`config.mk`:
```
export PLATFORM = sky130hd
export DESIGN_NAME = mul_seq32
export DESIGN_NICKNAME = d
export VERILOG_FILES = /design/src/rtl/mul_seq32.sv
export SDC_FILE = /design/constraint.sdc
export NUM_CORES = 1
export LEC_CHECK = 0
export ABC_AREA = 1
export BUFFER_PORTS_ARGS = -buffer_cell sky130_fd_sc_hd__buf_2
export CAP_MARGIN = 25
export CORE_ASPECT_RATIO = 0.5
export CORE_MARGIN = 10
export CORE_UTILIZATION = 30
export CTS_CLUSTER_SIZE = 14
export DETAILED_ROUTE_END_ITERATION = 7
export PLACE_DENSITY = 0.58
export SLEW_MARGIN = 25
export SYNTH_ARGS = -nofsm -noshare
export SYNTH_HDL_FRONTEND = slang
export SYNTH_SLANG_ARGS = --single-unit
```
`constraint.sdc`:
```
create_clock -name clk -period 5.83 [get_ports clk]
set_input_delay 1.166 -clock clk [delete_from_list [all_inputs] [get_ports clk]]
set_output_delay 1.166 -clock clk [all_outputs]
set_load 0.005 [all_outputs]
```
`src/rtl/mul_seq32.sv`:
```
// mul_seq32 - sequential RV32M multiplier (MUL/MULH/MULHSU/MULHU).
//
// It multiplies the operand magnitudes with a radix-2 shift-add loop. Each
// cycle does one 32-bit add-with-carry. A sign fix-up is applied at the end,
// and the selected 32-bit half of the product is returned.
//
// Ports:
//   clk, rst             clock; asynchronous active-high reset
//   in_valid / in_ready  request handshake (in_ready == IDLE)
//   op                   00 MUL, 01 MULH, 10 MULHSU, 11 MULHU
//   src1, src2           multiplicand / multiplier, sampled on acceptance
//   flush                kills any in-flight operation; blocks acceptance in IDLE
//   out_valid/out_ready  result handshake (out_valid == DONE)
//   result               low word (MUL) or high word (others), set on FIX edge
//
// Optional feature: define MUL_ZERO_SKIP_EN to finish in one cycle when
// either operand is zero.
module mul_seq32 (
    input  logic        clk,
    input  logic        rst,
    input  logic        in_valid,
    output logic        in_ready,
    input  logic [1:0]  op,
    input  logic [31:0] src1,
    input  logic [31:0] src2,
    input  logic        flush,
    output logic        out_valid,
    input  logic        out_ready,
    output logic [31:0] result
);

    typedef enum logic [1:0] {IDLE, BUSY, FIX, DONE} state_t;

    localparam logic [1:0] OP_MUL    = 2'b00;
    localparam logic [1:0] OP_MULH   = 2'b01;
    localparam logic [1:0] OP_MULHSU = 2'b10;

    state_t      state_q, state_d;
    logic [1:0]  op_q, op_d;
    logic        neg_q, neg_d;
    logic [31:0] mcand_q, mcand_d;
    logic [31:0] mplier_q, mplier_d;
    logic [32:0] acc_hi_q, acc_hi_d;
    logic [5:0]  cnt_q, cnt_d;
    logic [31:0] result_q, result_d;

    logic        src1_neg, src2_neg;
    logic [31:0] src1_mag, src2_mag;
    logic [32:0] sum33, step;
    logic [63:0] prod64, prod_fix;

    // Operand signedness and magnitudes. Negating 0x80000000 gives
    // 0x80000000 again, which is the correct unsigned magnitude.
    assign src1_neg = ((op == OP_MULH) || (op == OP_MULHSU)) && src1[31];
    assign src2_neg = (op == OP_MULH) && src2[31];
    assign src1_mag = src1_neg ? (~src1 + 32'd1) : src1;
    assign src2_mag = src2_neg ? (~src2 + 32'd1) : src2;

    // acc_hi[32] is always zero between steps. Adding the full 33 bits
    // therefore gives the same value as {c,sum} = acc_hi[31:0] + mcand.
    assign sum33    = acc_hi_q + {1'b0, mcand_q};
    assign step     = mplier_q[0] ? sum33 : {1'b0, acc_hi_q[31:0]};

    assign prod64   = {acc_hi_q[31:0], mplier_q};
    assign prod_fix = neg_q ? (~prod64 + 64'd1) : prod64;

    always_comb begin
        state_d  = state_q;
        op_d     = op_q;
        neg_d    = neg_q;
        mcand_d  = mcand_q;
        mplier_d = mplier_q;
        acc_hi_d = acc_hi_q;
        cnt_d    = cnt_q;
        result_d = result_q;

        if (flush && (state_q != IDLE)) begin
            // Drop the operation; result keeps its previous value.
            state_d = IDLE;
        end else begin
            case (state_q)
                IDLE: begin
                    if (in_valid && !flush) begin
                        op_d     = op;
                        neg_d    = src1_neg ^ src2_neg;
                        mcand_d  = src1_mag;
                        mplier_d = src2_mag;
                        acc_hi_d = '0;
                        cnt_d    = '0;
                        state_d  = BUSY;
`ifdef MUL_ZERO_SKIP_EN
                        if ((src1 == 32'd0) || (src2 == 32'd0)) begin
                            result_d = '0;
                            state_d  = DONE;
                        end
`endif
                    end
                end
                BUSY: begin
                    // {acc_hi, mplier} <= {c, sum, mplier} >> 1
                    acc_hi_d = {1'b0, step[32:1]};
                    mplier_d = {step[0], mplier_q[31:1]};
                    cnt_d    = cnt_q + 6'd1;
                    if (cnt_q == 6'd31) state_d = FIX;
                end
                FIX: begin
                    result_d = (op_q == OP_MUL) ? prod_fix[31:0] : prod_fix[63:32];
                    state_d  = DONE;
                end
                DONE: begin
                    if (out_ready) state_d = IDLE;
                end
            endcase
        end
    end

    always_ff @(posedge clk or posedge rst) begin
        if (rst) begin
            state_q  <= IDLE;
            op_q     <= '0;
            neg_q    <= 1'b0;
            mcand_q  <= '0;
            mplier_q <= '0;
            acc_hi_q <= '0;
            cnt_q    <= '0;
            result_q <= '0;
        end else begin
            state_q  <= state_d;
            op_q     <= op_d;
            neg_q    <= neg_d;
            mcand_q  <= mcand_d;
            mplier_q <= mplier_d;
            acc_hi_q <= acc_hi_d;
            cnt_q    <= cnt_d;
            result_q <= result_d;
        end
    end

    assign in_ready  = (state_q == IDLE);
    assign out_valid = (state_q == DONE);
    assign result    = result_q;

endmodule
```
* Yosys cells after proc, flatten, opt, wreduce, memory -nomap -nowiden
Cells that the tools add are included.
Cells by class: add/subtract/negate cells 5, eq/ne operators 10, muxes and demuxes 16, bitwise operators 5, reduce and logical (&&, ||, !) cells 14
Operators with widths (number):
- $mux W32 | 4
- $mux W33 | 2
- $pmux W33 S2 | 1
- $add A32 B1 Y32 const B | 2
- $add A64 B1 Y64 const B | 1
- $mux W64 | 1
- $not A32 Y32 | 2
- $not A64 Y64 | 1
- $pmux W32 S2 | 1
- $add A33 B32 Y33 | 1
- $pmux W6 S2 | 1
- $reduce_and A3 Y1 | 3
- $mux W2 | 4
- $pmux W2 S4 | 1
- $add A6 B1 Y6 const B | 1
- $eq A2 B2 Y1 const B | 3
- $eq A6 B5 Y1 const B | 1
- $mux W6 | 1
- $ne A3 B1 Y1 const B | 2
- $eq A2 B1 Y1 const B | 2
- $logic_and A1 B1 Y1 | 4
- $logic_not A2 Y1 | 2
- $reduce_bool A2 Y1 | 2
- $ne A3 B3 Y1 const B | 1
- other kinds (6) | 6
Word-level totals: register bits 140, input port bits 71, output and inout bits 34, word-level logic and storage cells 58

* Longest topological paths before layout
depth after elaboration 5, mapped depth 16, depth with buffers taken out 16

* Least setup slack after synthesis
Ideal clock, no wire load.
path type input-to-reg, from in op[1], to reg mcand_q[5], setup time 0.129 ns, data arrival time 2.406 ns, required time 5.701 ns, slack 3.295 ns, stages 7, path buffers 0, cells stage by stage inv_1 -> ha_1 -> nor2_1 -> clkinv_1 -> or2_1 -> xor2_1 -> o21ai_1
On the way: cells in the longest elaborated chain, start to end 4, elaborated cells on any way between the ends 5, classes of those cells 2 x eq/ne; 1 x mux; 2 x reduce/logical
Ends and longest elaborated chain:
- start: declaration | line 23 | input logic [1:0] op,
- $eq A2 B1 Y1 / $eq A2 B2 Y1 (equally long branches) | line 54 | assign src1_neg = ((op == OP_MULH) || (op == OP_MULHSU)) && src1[31];
- $logic_or A1 B1 Y1 * | line 54
- $logic_and A1 B1 Y1 * | line 54
- $mux W32 * | line 56 | assign src1_mag = src1_neg ? (~src1 + 32'd1) : src1;
- end signal: assignment | line 131 | mcand_q <= mcand_d;
- end: declaration | line 41 | logic [31:0] mcand_q, mcand_d;
Mark *: on every way between the ends. The rest lies on a longest branch, timed or not. A chain may end at the register's enable or synchronous reset.

* Final worst setup path
from in op[1], to reg mplier_q[26]
On the way: cells in the longest elaborated chain, start to end 5
Ends and longest elaborated chain:
- $eq A2 B1 Y1 | line 55 | assign src2_neg = (op == OP_MULH) && src2[31];
- $logic_and A1 B1 Y1 | line 55
- $mux W32 | line 57 | assign src2_mag = src2_neg ? (~src2 + 32'd1) : src2;
- $mux W32 | line 83 | if (in_valid && !flush) begin
- $pmux W32 S2 | line 81 | case (state_q)
- end signal: assignment | line 132 | mplier_q <= mplier_d;
- end: declaration | line 42 | logic [31:0] mplier_q, mplier_d;
Every way passes these cells. The select of a mux whose other input is x is not followed.

==> flow_results.org <==
** Logic synthesis
- The share of the Yosys chip area taken by registers is 0.282.
- Synthesis produced a netlist whose cell count is 2078.
- Synthesis warning total :: 0
- Number of synthesized register bits :: 139
- Post-Synthesis Net Count :: 2191
- Combined area of all synthesized cells :: 12300 µm²
- Syn Area/Cell :: 5.93 µm²
- The netlist uses 44 different library cells.

** STA
- Least-Margin Pin Slew :: 0.920 ns
- Timing would allow up to 0.306 GHz.
- Slew Limit Fails :: 0
- Worst clock skew :: 0.0103 ns
- The total count of hold-check failures in the final report is 0.
- Final setup violation count :: 0
- In the finished design, the share of the clock period the worst path needs comes to 0.561.
- The worst pin sits at a relative slew slack of 0.386.
- Setup repair after global routing left no endpoint under its margin.
- Shortest clock period the worst path allows after layout :: 3.27 ns
- Adding up every negative setup slack in the final design gives 0 ns.

** Setup path
- In this run the worst setup path begins at op[1].
- Critical path startpoint category :: primary input
- Max stage delay on crit path :: 0.75 ns
- Data on the critical path arrives at its endpoint at 3.58 ns.
- Cell class contributing the biggest share of worst-path delay :: buffers and inverters
- Maximum fanout encountered on the critical timing path :: 32
- CP Cell Sequence :: buf_2 -> inv_1 -> ha_1 -> nand2_1 -> inv_1 -> nand2_1 -> nand2_1 -> o21ai_0 -> o21ai_0 -> o21ai_0
- Counting both buffers and inverters, the worst setup path holds a total of 3.
- End of the worst register-to-register path :: mplier_q[30]$_DFFE_PP0P_
- Number of logic stages on the critical path including buffering :: 10
- For flop-to-flop paths, the worst setup slack is 2.91 ns.
- Measured in cells, the most critical reg-to-reg path has a length of 12.
- For the worst setup path, the data required time is 6.14 ns.
- Crit path kind :: in2reg
- R2r startpoint :: state_q[0]$_DFFE_PP0P_
- Worst Setup End Kind :: flip-flop
- On the critical path, the stage with the largest delay is an instance of inv_1.
- The critical path ends at mplier_q[26]$_DFFE_PP0P_.

** Routing
- After detailed routing, the total wire length is 45100 µm.
- The first detailed-routing pass ran for 8 iterations.
- Routed length on met3 :: 3130 µm
- Number of nets with antenna violations after detailed routing :: 0
- M1 wire length :: 21600 µm
- Detailed-route via count :: 13687
- Metal2 WL :: 19500 µm
- The detailed router finished its first iteration with 1106 violations.
- Via count normalized by instance count :: 5.04
- WL per Instance :: 16.6 µm
- # DRC :: 0
- In this run the top signal layer used is met5.

** Pwr
- Static Leak :: 6.95 nW
- Switching part of the total :: 0.535
- Power density of the placed cells :: 528 nW/µm²
- Combinational share of power :: 0.586
- Relative contribution of sequential cells to total power :: 0.264
- The internal power of the cells totals 3.43 mW.
- Clock Power Share :: 0.149
- For this design the total switching power over the nets is 3.94 mW.
- VDD IR max :: 0.277 mV

** Floorplanning
- In this run the core area contains 52 standard-cell rows.
- The die covers 50100 µm².
- In this run the count of I/O pins placed on the die edge is 105.
- In this run the standard cell core region covers 40500 µm².
- In this run the vertical extent of the chip is 163 µm.
- The initial utilization of the core area, before any placement, comes to 0.304.
- In this run the horizontal extent of the chip is 307 µm.

** Finish
- Fraction of final layout cells sized beyond drive strength 1 :: 0.0767
- For this run, the post-layout net count is 2264.
- Final Non-Filler Cells :: 2714
- Final std cell area, no fill :: 14000 µm²
- Synthesis-to-layout area growth :: 13.4%

** Global routing
- Maximum number of pins on one net before global-route repair :: 90
- GR Overflow Total :: 0
- The number of antenna violations at the first check in global routing was 14.
- The first global-routing pass estimated 70700 µm of wire.
- The number of global-route vias before repair came to 12749.
- In the global route stage, overall resource usage came out at 0.178.

** Clock network
- Maximum buffer depth of the clock tree :: 2
- Counting the buffers created by CTS gives 17.
- Post-CTS setup-driven buffer insertion count :: 0
- # H-tree levels :: 4
- Quantity of hold-fixing buffers added after cts :: 0
- The later pin in the worst-skew pair is clocked with a latency of 0.45 ns.
- TritonCTS clock tree :: done
- CTS root buffer :: clkbuf_16
- Clk pin slew, worst setup/hold paths :: 0.06 ns
- Total number of clock tree sinks :: 139
- Number of gates resized after CTS :: 0

** Worst hold path
- Hold Path Class :: reg2reg

** Place
- Number of I/O port buffers :: 104
- Final RePlAce weighted congestion :: 0.937
- Once placement finished, the instance area stood at 13400 µm².
- The HPWL after detailed placement is 35600 µm.
- The number of placed instances, taps included, is 2672.

** Run status
- The flow ran to the end, and the final reports show no timing, DRC or antenna violations.

** Flow run
- The tool flagged a number of max-cap violations equal to 0.
[cells by family (layout without fill, tap and decap cells)]
family                   Yosys count  in the layout  share of synthesized area
buffers and inverters            330            416                      0.104
flip-flops                       139            139                      0.282
AO/OA/AOI/OAI                    385            385                      0.168
AND/OR/NAND/NOR                 1157           1157                      0.386
adder cells (fa/ha/maj)           42             42                     0.0433
other                              0             10                          0
XOR/XNOR                          25             25                     0.0178
[tightest hold or removal path: stages, from the launching register on]
cell and delay, ns:
dfrtp_1 0.34, nand2_1 0.06, nand2_1 0.05
[how the worst min path moves through the flow]
stage | from | to | cells after the start
2_1_floorplan | op_q[0]$_DFFE_PP0P_ | op_q[0]$_DFFE_PP0P_ | 2
3_3_place_gp | result[4]$_DFFE_PP0P_ | result[4]$_DFFE_PP0P_ | 2
3_5_place_dp | result[4]$_DFFE_PP0P_ | result[4]$_DFFE_PP0P_ | 2
4_1_cts | result[4]$_DFFE_PP0P_ | result[4]$_DFFE_PP0P_ | 2
5_1_grt | result[4]$_DFFE_PP0P_ | result[4]$_DFFE_PP0P_ | 2
6_report | result[4]$_DFFE_PP0P_ | result[4]$_DFFE_PP0P_ | 2
[cell usage in the layout, fill, tap and decap left out, drive strengths merged, types with 21 or more instances in the layout]
cell type	netlist	final
a21oi	162	162
buf	16	117
clkbuf	47	21
dfrtp	139	139
ha	41	41
inv	263	264
nand2	614	614
nand3	210	210
nand4	21	21
nor2	279	279
nor3	23	23
o211ai	26	26
o21ai	168	168
[registers in the layout, summed over array words and instances, names as in the netlist]
register  cells
result       32
neg_q         1
cnt_q         6
acc_hi_q     32
mplier_q     32
op_q          2
state_q       2
mcand_q      32
[final cells by class]
cell class / count / area [µm²]
Clock inverter: 11 / 119
Inverter: 267 / 1010
Clock buffer: 21 / 460
Multi-Input combinational cell: 1609 / 7580
Antenna cell: 10 / 25.0
Fill cell: 4536 / 26500
Sequential cell: 139 / 3480
Tap cell: 540 / 676
Timing Repair Buffer: 117 / 618
[metal layers]
layer	vias up	global-route usage
met5	-	0
met4	6	0.0544
met3	61	0.0377
met2	436	0.277
met1	6283	0.243
li1	6901	-
[cell usage after synthesis, drive strengths merged]
| library cell | number | area share |
|---|---|---|
| nand2 | 614 | 0.19 |
| nor2 | 279 | 0.086 |
| inv | 263 | 0.081 |
| nand3 | 210 | 0.086 |
| o21ai | 168 | 0.068 |
| a21oi | 162 | 0.066 |
| dfrtp | 139 | 0.28 |
| clkbuf | 47 | 0.014 |
| ha | 41 | 0.042 |
| o211ai | 26 | 0.016 |
| nor3 | 23 | 0.010 |
| nand4 | 21 | 0.011 |
| xor2 | 19 | 0.014 |
| buf | 16 | 0.0074 |
| a31oi | 11 | 0.0056 |
| xnor2 | 6 | 0.0043 |
| o31ai | 5 | 0.0042 |
| or2 | 5 | 0.0025 |
| clkinv | 4 | 0.0012 |
| o21bai | 4 | 0.0024 |
| o22ai | 3 | 0.0015 |
| a22oi | 2 | 0.0012 |
| and2 | 2 | 0.0010 |
| a211oi | 1 | 0.00061 |
| a21o | 1 | 0.00061 |
| a22o | 1 | 0.00071 |
| fa | 1 | 0.0016 |
| nand3b | 1 | 0.00061 |
| nor3b | 1 | 0.00061 |
| nor4 | 1 | 0.00051 |
| o221ai | 1 | 0.00071 |
[power groups by stage]
stage | logic [mW] | registers (mW) | clock network, mW
2_1_floorplan | 3.10 | 1.73 | 0
3_3_place_gp | 4.24 | 1.94 | 0
3_5_place_dp | 4.27 | 1.93 | 0
4_1_cts | 4.29 | 1.93 | 1.12
5_1_grt | 4.92 | 2.00 | 1.15
6_report | 4.32 | 1.95 | 1.10
[metrics by stage]
| stage | total power, mW | hold slack [ns] | utilization | setup WS [ns] |
|---|---|---|---|---|
| floorplan | 4.83 | 0.443 | - | 0.939 |
| global placement | 6.18 | 0.458 | 0.330 | 2.19 |
| detailed placement | 6.20 | 0.462 | 0.330 | 2.16 |
| CTS | 7.33 | 0.480 | 0.344 | 2.64 |
| global route | 8.08 | 0.506 | 0.345 | 2.31 |
| finish | 7.37 | 0.478 | 0.345 | 2.56 |
Power figures use the tool's default switching activity.
